==> src/rtl/alu_pkg.sv <==
// Shared types for the pipelined ALU: operation encoding and controller states.
package alu_pkg;

    typedef enum logic [3:0] {
        ADD     = 4'd0,
        SUB     = 4'd1,
        MUL     = 4'd2,
        DIV     = 4'd3,
        LSL     = 4'd4,
        RSL     = 4'd5,
        ROTL    = 4'd6,
        ROTR    = 4'd7,
        AND     = 4'd8,
        OR      = 4'd9,
        XOR     = 4'd10,
        NAND    = 4'd11,
        NOR     = 4'd12,
        XNOR    = 4'd13,
        GREATER = 4'd14,
        EQUAL   = 4'd15
    } e_alu_mode;

    // DIV already names an operation, so the busy state carries a prefix.
    typedef enum logic {
        ST_IDLE = 1'b0,
        ST_DIV  = 1'b1
    } e_alu_state;

endpackage

==> src/rtl/alu_div_iter.sv <==
// Restoring divider, one quotient bit per cycle; done flags the final iteration
// and quotient/remainder present that iteration's result combinationally.
module alu_div_iter #(
    parameter int WIDTH = 8
) (
    input  logic             clk,
    input  logic             reset,
    input  logic             start,
    input  logic [WIDTH-1:0] dividend,
    input  logic [WIDTH-1:0] divisor,
    output logic             busy,
    output logic             done,
    output logic [WIDTH-1:0] quotient,
    output logic [WIDTH-1:0] remainder
);

    localparam int CW = $clog2(WIDTH + 1);

    logic [WIDTH-1:0] q_r, rem_r, d_r;
    logic [CW-1:0]    cnt;
    logic [WIDTH:0]   shifted;
    logic [WIDTH+1:0] trial;
    logic [WIDTH-1:0] q_nxt, rem_nxt;

    always_comb begin
        shifted = {rem_r, q_r[WIDTH-1]};
        trial   = {1'b0, shifted} - {2'b00, d_r};
        if (!trial[WIDTH+1]) begin
            rem_nxt = trial[WIDTH-1:0];
            q_nxt   = {q_r[WIDTH-2:0], 1'b1};
        end else begin
            rem_nxt = shifted[WIDTH-1:0];
            q_nxt   = {q_r[WIDTH-2:0], 1'b0};
        end
    end

    assign busy      = (cnt != '0);
    assign done      = (cnt == CW'(1));
    assign quotient  = q_nxt;
    assign remainder = rem_nxt;

    always_ff @(posedge clk) begin
        if (reset) begin
            cnt   <= '0;
            q_r   <= '0;
            rem_r <= '0;
            d_r   <= '0;
        end else if (start) begin
            cnt   <= CW'(WIDTH);
            q_r   <= dividend;
            rem_r <= '0;
            d_r   <= divisor;
        end else if (busy) begin
            cnt   <= cnt - CW'(1);
            q_r   <= q_nxt;
            rem_r <= rem_nxt;
        end
    end

endmodule

==> src/rtl/alu_pipe.sv <==
// Single-beat ALU with valid/ready handshake; all ops complete in one cycle
// except DIV with a nonzero divisor, which runs through alu_div_iter.
module alu_pipe
    import alu_pkg::*;
#(
    parameter int WIDTH = 8
) (
    input  logic             clk,
    input  logic             reset,
    input  logic             in_valid,
    output logic             in_ready,
    input  logic [WIDTH-1:0] in_dataA,
    input  logic [WIDTH-1:0] in_dataB,
    input  logic [3:0]       in_mode,
    output logic             out_valid,
    input  logic             out_ready,
    output logic [WIDTH-1:0] out_data,
    output logic [WIDTH-1:0] out_aux,
    output logic             out_cout,
    output logic             out_zero,
    output logic             out_err
);

    localparam int SHW = $clog2(WIDTH);

    e_alu_state         state;
    e_alu_mode          mode;
    logic [SHW-1:0]     shamt;
    logic               accept, div_start;
    logic               div_busy, div_done;
    logic [WIDTH-1:0]   div_q, div_r;

    logic [WIDTH:0]     sum, diff, lsl_ext, rsl_ext;
    logic [2*WIDTH-1:0] prod;
    logic [WIDTH-1:0]   res_data, res_aux;
    logic               res_cout, res_err;

    assign mode      = e_alu_mode'(in_mode);
    assign shamt     = in_dataB[SHW-1:0];
    assign in_ready  = !reset && (state == ST_IDLE) && !div_busy && (!out_valid || out_ready);
    assign accept    = in_valid && in_ready;
    assign div_start = accept && (mode == DIV) && (in_dataB != '0);

    alu_div_iter #(.WIDTH(WIDTH)) u_div (
        .clk       (clk),
        .reset     (reset),
        .start     (div_start),
        .dividend  (in_dataA),
        .divisor   (in_dataB),
        .busy      (div_busy),
        .done      (div_done),
        .quotient  (div_q),
        .remainder (div_r)
    );

    assign sum     = {1'b0, in_dataA} + {1'b0, in_dataB};
    assign diff    = {1'b0, in_dataA} - {1'b0, in_dataB};
    assign prod    = {{WIDTH{1'b0}}, in_dataA} * {{WIDTH{1'b0}}, in_dataB};
    // Extra bit on each side catches the last bit shifted out.
    assign lsl_ext = {1'b0, in_dataA} << shamt;
    assign rsl_ext = {in_dataA, 1'b0} >> shamt;

    always_comb begin
        res_data = '0;
        res_aux  = '0;
        res_cout = 1'b0;
        res_err  = 1'b0;
        case (mode)
            ADD:     begin res_data = sum[WIDTH-1:0];  res_cout = sum[WIDTH];  end
            SUB:     begin res_data = diff[WIDTH-1:0]; res_cout = diff[WIDTH]; end
            MUL:     {res_aux, res_data} = prod;
            DIV: begin
                if (in_dataB == '0) begin
                    res_data = '1;
                    res_aux  = in_dataA;
                    res_err  = 1'b1;
                end
            end
            LSL:     begin res_data = lsl_ext[WIDTH-1:0]; res_cout = lsl_ext[WIDTH]; end
            RSL:     begin res_data = rsl_ext[WIDTH:1];   res_cout = rsl_ext[0];     end
            ROTL:    res_data = (in_dataA << shamt) | (in_dataA >> (WIDTH - int'(shamt)));
            ROTR:    res_data = (in_dataA >> shamt) | (in_dataA << (WIDTH - int'(shamt)));
            AND:     res_data = in_dataA & in_dataB;
            OR:      res_data = in_dataA | in_dataB;
            XOR:     res_data = in_dataA ^ in_dataB;
            NAND:    res_data = ~(in_dataA & in_dataB);
            NOR:     res_data = ~(in_dataA | in_dataB);
            XNOR:    res_data = ~(in_dataA ^ in_dataB);
            GREATER: res_data = WIDTH'(in_dataA > in_dataB);
            EQUAL:   res_data = WIDTH'(in_dataA == in_dataB);
            default: res_data = '0;
        endcase
    end

    always_ff @(posedge clk) begin
        if (reset) begin
            state     <= ST_IDLE;
            out_valid <= 1'b0;
            out_data  <= '0;
            out_aux   <= '0;
            out_cout  <= 1'b0;
            out_zero  <= 1'b0;
            out_err   <= 1'b0;
        end else begin
            case (state)
                ST_IDLE: if (div_start) state <= ST_DIV;
                ST_DIV:  if (div_done)  state <= ST_IDLE;
                default: state <= ST_IDLE;
            endcase

            if (div_done) begin
                out_valid <= 1'b1;
                out_data  <= div_q;
                out_aux   <= div_r;
                out_cout  <= 1'b0;
                out_zero  <= (div_q == '0);
                out_err   <= 1'b0;
            end else if (accept && !div_start) begin
                out_valid <= 1'b1;
                out_data  <= res_data;
                out_aux   <= res_aux;
                out_cout  <= res_cout;
                out_zero  <= (res_data == '0);
                out_err   <= res_err;
            end else if (out_ready) begin
                out_valid <= 1'b0;
            end
        end
    end

endmodule

==> config.mk <==
export PLATFORM = sky130hd
export DESIGN_NAME = alu_pipe
export DESIGN_NICKNAME = d
export VERILOG_FILES = /design/src/rtl/alu_pkg.sv /design/src/rtl/alu_div_iter.sv /design/src/rtl/alu_pipe.sv
export SDC_FILE = /design/constraint.sdc
export NUM_CORES = 1
export LEC_CHECK = 0
export BUFFER_PORTS_ARGS = -buffer_cell sky130_fd_sc_hd__buf_2
export CORE_ASPECT_RATIO = 0.7
export CORE_MARGIN = 2
export CORE_UTILIZATION = 41
export CTS_CLUSTER_SIZE = 12
export DETAILED_ROUTE_END_ITERATION = 8
export GPL_TIMING_DRIVEN = 0
export PLACE_DENSITY = 0.7
export SLEW_MARGIN = 20
export SYNTH_ARGS = -nofsm -noshare
export SYNTH_HDL_FRONTEND = slang
export SYNTH_SLANG_ARGS = --single-unit
export TNS_END_PERCENT = 10
==> constraint.sdc <==
create_clock -name clk -period 14.7 [get_ports clk]
set_input_delay 0.735 -clock clk [delete_from_list [all_inputs] [get_ports clk]]
set_output_delay 0.735 -clock clk [all_outputs]
set_load 0.05 [all_outputs]
==> impl_metrics.json, run 1 <==
{
  "synth_cell_types": 83,
  "path_class": "in2reg",
  "io_buffers": 42,
  "fp.dieH_um": 116,
  "post_cts_resized": 0,
  "cts_inserted_buffers": 5,
  "setup_viol": 0,
  "layout_commonest_cell": "nor2_1",
  "final_cell_mix": "113 x nor2_1, 93 x inv_1, 90 x nand2_1",
  "finalClockSkew_ps": 8.17,
  "timing.final.crit_share_pct": 43.6,
  "drt_iter0_drc": 1010,
  "cp-start-kind": "input pin",
  "drv_slew": 0,
  "wl_mm": 26.6,
  "seq_area_frac_synth_pct": 13.3,
  "fp-row-count": 40,
  "ys.flop_type": "dfxtp_1",
  "cts_tree": "built",
  "nets": 1143,
  "diodes": 0,
  "grt_pass1_wl_mm": 42.0,
  "ys_warn_count": 0,
  "postCtsSetupBuffers": 0,
  "pwr-share-comb_pct": 67.6,
  "grt_overflow": 0,
  "critPathTopFamily": "adder cells",
  "hold_buffers": 0,
  "p_leak_nw": 3.47,
  "layout-drive-gt1-share_pct": 11.5,
  "powerDensity_nw_per_um2": 117,
  "grt_use_total_pct": 29.0,
  "syn_area_per_cell_um2": 7.68,
  "power_uw": 942,
  "hold_depth": 2,
  "ios": 45,
  "cp.arrival_ps": 6620,
  "synth_nets": 1093,
  "crit_path_frequent_cell": "fa_1",
  "via_per_inst": 6.10,
  "tightestPinTransition_ps": 1190,
  "syn_inst": 957,
  "initial_utilization_pct": 42.3,
  "vias": 7556,
  "clkTransAtPathRegs_ps": 70,
  "synth_edf_count": 0,
  "setup.worst_path.end_class": "flop",
  "finalWorstSetupSlack_ps": 8290,
  "fin_crit_ps": 6410,
  "drcViolationCount": 0,
  "p_seq_share_pct": 19.6,
  "ir_worst_vdd_mv": 0.0872,
  "clkLatencyLatePin_ps": 300,
  "hold_viol_final": 0,
  "root_buffer": "clkbuf_16",
  "core_um2": 17400,
  "critPathBufInv": 7,
  "antenna_found_initial": 0,
  "dr.pass1.iters": 6,
  "cp.depth": 21,
  "ys_async_sr_fraction_pct": 0,
  "p_sw_share_pct": 52.0,
  "reg2reg_depth": 11,
  "drv_cap": 0,
  "cts-htree-levels": 2,
  "rsz0062_at_grt": "false",
  "critPathMaxFanout": 10,
  "synth_area_um2": 7350,
  "worst_ep_required_time_ps": 14910,
  "power.share.clock_pct": 12.8,
  "p_int_uw": 452,
  "drtAntennaViolNets": 0,
  "fmax_mhz": 156,
  "ys_ff_latch": 49,
  "holdWs_ps": 464,
  "p_switching_uw": 490,
  "die_area_um2": 19000,
  "slowest_stage": "buf_1",
  "relSlewSlack_pct": 20.4,
  "dp_slack_ps": 8080,
  "post_drt_wl_per_cell_um": 21.5,
  "hold_path_class": "reg2reg",
  "grt_max_degree": 18,
  "status": "finished clean",
  "ctsLongestPathBuffers": 2,
  "fin_tns_setup_ps": 0,
  "place_congestion": 1.01,
  "crit_path_max_incr_delay_ps": 620,
  "cts.sinks": 49,
  "die_w_um": 164,
  "grt_pass1_vias": 7182,
  "place_hpwl_mm": 21.2,
  "crit_chain": "buf_2, buf_4, buf_2, buf_1, nand2_1, fa_1, inv_1, fa_1, inv_1, fa_1, fa_1, inv_1, ha_1, a21oi_1, a21boi_0, o31ai_1, nor4_1, o2bb2ai_1, and2_1, or3_1, a311oi_1",
  "syn_to_final_growth_pct": 9.13
}
## final timing paths
check | from | endpoint | slack [ps]
worst max-delay path | in_dataB[2] | out_data[7] | 8290
worst min-delay path | out_aux[1] | out_aux[1] | 460
worst max register to register | u_div.cnt[0] | out_aux[7] | 11270
worst min register to register | out_aux[1] | out_aux[1] | 460
## registers in the layout, indices dropped and copies added, names as in the netlist, 4 cells and up
| register | flops |
|---|---|
| u_div.cnt | 4 |
| u_div.d_r | 8 |
| u_div.q_r | 8 |
| u_div.rem_r | 8 |
| out_aux | 8 |
| out_data | 8 |
## power groups by stage
| stage | registers [mW] | logic [mW] | clock network [mW] |
|---|---|---|---|
| floorplan | 0.229 | 0.419 | 0 |
| global placement | 0.187 | 0.616 | 0 |
| detailed placement | 0.187 | 0.620 | 0 |
| CTS | 0.184 | 0.625 | 0.121 |
| global route | 0.188 | 0.709 | 0.128 |
| finish | 0.185 | 0.637 | 0.121 |
## routing by layer
metal | vias to the layer above | global-route usage (%) | wire (um)
met5 | - | 0 | 0
met4 | 0 | 5.67 | 490
met3 | 39 | 9.91 | 3580
met2 | 452 | 39.3 | 10000
met1 | 3574 | 43.9 | 12500
li1 | 3491 | - | -
## worst reg2reg max path, stage by stage (launching register included)
cell	delay, ps
dfxtp_1	320
inv_1	110
ha_1	200
nor3b_2	640
and3_1	330
nand2_1	190
or2_2	340
clkbuf_1	210
nor2_4	300
nand2_1	130
or4b_1	480
o211ai_1	110
## Yosys cell counts, drive strengths merged, types with 23 or more instances
| cell | count | area [um2] |
|---|---|---|
| nand3 | 23 | 115 |
| nor2 | 115 | 455 |
| clkbuf | 31 | 116 |
| dfxtp | 49 | 981 |
| inv | 95 | 357 |
| o21ai | 39 | 195 |
| a21oi | 49 | 245 |
| ha | 73 | 913 |
| nand2 | 91 | 344 |
| mux2i | 26 | 260 |
| fa | 39 | 781 |
| buf | 27 | 163 |
| nor3 | 23 | 120 |
## layout make-up
cell class | instances | area [um2]
buffer | 58 | 279
clock buffer | 5 | 125
clock inverter | 3 | 26.3
fill | 1734 | 9350
inverter | 96 | 360
multi-input combinational | 754 | 5740
sequential | 49 | 981
tap | 231 | 289
timing repair buffer | 43 | 218
## kinds of logic (layout without fill, tap and decap cells)
logic type / Yosys count / in the layout / share of synthesized area (%)
XOR/XNOR: 21 / 21 / 2.61
flip-flops: 49 / 49 / 13.3
adder cells (fa/ha/maj): 112 / 112 / 23.1
multiplexers: 46 / 46 / 7.68
AND/OR/NAND/NOR: 354 / 354 / 24.1
buffers and inverters: 154 / 205 / 8.70
AO/OA/AOI/OAI: 221 / 221 / 20.5
## through the flow
| stage | util [%] | instances | cell area (um2) |
|---|---|---|---|
| after detailed placement | 45.3 | 1231 | 7870 |
| after global placement | 45.2 | 1230 | 7850 |
| after global routing | 46.2 | 1239 | 8020 |
| final | 46.2 | 1239 | 8020 |
| after CTS | 46.2 | 1239 | 8020 |
| after floorplan | - | 957 | 7350 |
Note: power is estimated with default switching activity, not from simulation.
==> inputs of run 2 (changes only) <==
--- a/config.mk
+++ b/config.mk
@@ -12,7 +12,7 @@
 export CTS_CLUSTER_SIZE = 12
 export DETAILED_ROUTE_END_ITERATION = 8
 export GPL_TIMING_DRIVEN = 0
-export PLACE_DENSITY = 0.7
+export PLACE_DENSITY = 0.72
 export SLEW_MARGIN = 20
 export SYNTH_ARGS = -nofsm -noshare
 export SYNTH_HDL_FRONTEND = slang
==> constraint.sdc (replaced) <==
create_clock -name clk -period 5.8 [get_ports clk]
set_input_delay 0.29 -clock clk [delete_from_list [all_inputs] [get_ports clk]]
set_output_delay 0.29 -clock clk [all_outputs]
set_load 0.05 [all_outputs]
==> run 2 against run 1 <==
  * Register-to-register slack worse by 8900 ps
  * Power grew to 2.5 times the previous value
  * Clock power grew to 2.5 times the previous value
  * Sequential cell count stayed put
  * Via count is 0.19% higher
  * Final cell count is 0.24% lower
  * Global-route usage is 0.22 points lower
  * Clock skew is 3.2 ps higher
  * Core utilization hardly changed
  * Setup slack worse by 8100 ps
  * Sequential power grew to 2.5 times the previous value
  * Routed wire length is 0.56% higher
  * Critical path type unchanged
  * Largest cell class unchanged
==> impl_metrics.json, run 2 (synthesis gave the netlist of run 1 again) <==
{
  "crit_path_frequent_cell": "fa_1",
  "layout_commonest_cell": "nor2_1",
  "drv_slew": 0,
  "via_per_inst": 6.12,
  "vias": 7570,
  "wl_mm": 26.8,
  "drv_cap": 0,
  "hold_viol_final": 0,
  "clkTransAtPathRegs_ps": 80,
  "dr.pass1.iters": 6,
  "p_sw_share_pct": 52.1,
  "nets": 1140,
  "ios": 45,
  "post_drt_wl_per_cell_um": 21.6,
  "setup_viol": 0,
  "power.share.clock_pct": 12.8,
  "fin_crit_ps": 5590,
  "p_switching_mw": 1.25,
  "p_int_mw": 1.15,
  "drtAntennaViolNets": 0,
  "p_leak_nw": 3.47,
  "power_mw": 2.40,
  "die_w_um": 164,
  "p_seq_share_pct": 19.4,
  "cp.arrival_ps": 5800,
  "grt_pass1_wl_mm": 41.3,
  "crit_chain": "buf_2, clkbuf_1, nand2_1, fa_1, fa_1, inv_1, fa_1, inv_1, fa_1, inv_1, ha_1, a21boi_0, o31ai_1, nor4_2, o2bb2ai_1, and2_1, or3_1, a311oi_1",
  "diodes": 0,
  "dp_slack_ps": -325,
  "nFillCells": 1741,
  "powerDensity_nw_per_um2": 299,
  "critPathMaxFanout": 10,
  "cts.sinks": 49,
  "path_class": "in2reg",
  "cts-htree-levels": 2,
  "ctsLongestPathBuffers": 2,
  "setup.worst_path.end_class": "flop",
  "grt_overflow": 0,
  "die_area_um2": 19000,
  "antenna_found_initial": 0,
  "clkLatencyLatePin_ps": 300,
  "fp.dieH_um": 116,
  "syn_to_final_growth_pct": 9.02,
  "slowest_stage": "clkbuf_1",
  "layout-drive-gt1-share_pct": 11.6,
  "grt_pass1_vias": 7043,
  "status": "finished clean",
  "fmax_mhz": 179,
  "grt_use_total_pct": 28.8,
  "hold_buffers": 0,
  "io_buffers": 42,
  "finalWorstSetupSlack_ps": 214,
  "pwr-share-comb_pct": 67.7,
  "root_buffer": "clkbuf_16",
  "initial_utilization_pct": 42.3,
  "cp-start-kind": "input pin",
  "drcViolationCount": 0,
  "crit_path_max_incr_delay_ps": 660,
  "core_um2": 17400,
  "place_congestion": 1.01,
  "fp-row-count": 40,
  "ir_worst_vdd_mv": 0.204,
  "cts_inserted_buffers": 5,
  "worst_ep_required_time_ps": 6020,
  "drt_iter0_drc": 927,
  "relSlewSlack_pct": 20.2,
  "cts_tree": "built",
  "tightestPinTransition_ps": 1190,
  "finalClockSkew_ps": 11.4,
  "holdWs_ps": 271,
  "timing.final.crit_share_pct": 96.3,
  "hold_path_class": "in2reg",
  "rsz0062_at_grt": "false",
  "place_hpwl_mm": 21.6,
  "grt_max_degree": 20,
  "final_cell_mix": "113 x nor2_1, 93 x inv_1, 90 x nand2_1"
}
run 2: final cells by class:
| type | instances | area [um2] | area share [%] |
|---|---|---|---|
| Buffer | 55 | 268 | 3.34 |
| Clock buffer | 5 | 125 | 1.56 |
| Clock inverter | 3 | 26.3 | 0.328 |
| Inverter | 96 | 360 | 4.50 |
| Multi-Input combinational cell | 754 | 5750 | 71.7 |
| Sequential cell | 49 | 981 | 12.2 |
| Tap cell | 231 | 289 | 3.61 |
| Timing Repair Buffer | 43 | 215 | 2.69 |
run 2: power groups by stage:
stage / clock network, mW / registers (mW) / logic (mW)
3_3_place_gp: 0 / 0.472 / 1.57
2_1_floorplan: 0 / 0.579 / 1.06
3_5_place_dp: 0 / 0.472 / 1.58
4_1_cts: 0.308 / 0.466 / 1.59
6_report: 0.307 / 0.466 / 1.62
5_1_grt: 0.321 / 0.474 / 1.77
run 2: layer usage:
| metal | part of all wire, % | GRT usage, % | up-vias | routed length [um] |
|---|---|---|---|---|
| li1 | - | - | 3472 | - |
| met1 | 46 | 44.1 | 3592 | 12400 |
| met2 | 38 | 38.8 | 465 | 10200 |
| met3 | 14 | 9.45 | 41 | 3670 |
| met4 | 1.9 | 5.09 | 0 | 497 |
| met5 | 0 | 0 | - | 0 |
run 2: final timing paths:
kind	start	to	slack, ps	cells after the start
min reg2reg	out_aux[0]	out_aux[0]	470	2
max	in_dataA[2]	out_data[7]	210	18
max reg2reg	u_div.cnt[0]	out_aux[7]	2330	11
min	out_ready	out_valid	270	3
run 2: critical path, delay by kind of cell:
kind            cells  cell delay, ps
buf+inv             5             950
compound gates      4            1200
simple gates        4             860
fa+ha+maj           5            2490
run 2: per-stage QoR:
step / setup TNS (ps) / util, % / instance area (um2) / instances
5_1_grt: 0 / 46.1 / 8010 / 1236
6_report: 0 / 46.1 / 8010 / 1236
2_1_floorplan: 0 / - / 7350 / 957
4_1_cts: 0 / 46.1 / 8010 / 1238
3_3_place_gp: -522 / 45.2 / 7850 / 1230
3_5_place_dp: -624 / 45.3 / 7860 / 1231
run 2: what timing repair did:
| item | in CTS | in global routing |
|---|---|---|
| setup endpoints to repair | 1 | 3 |
| buffers inserted | 0 | 0 |
| resized for setup | 0 | 1 |
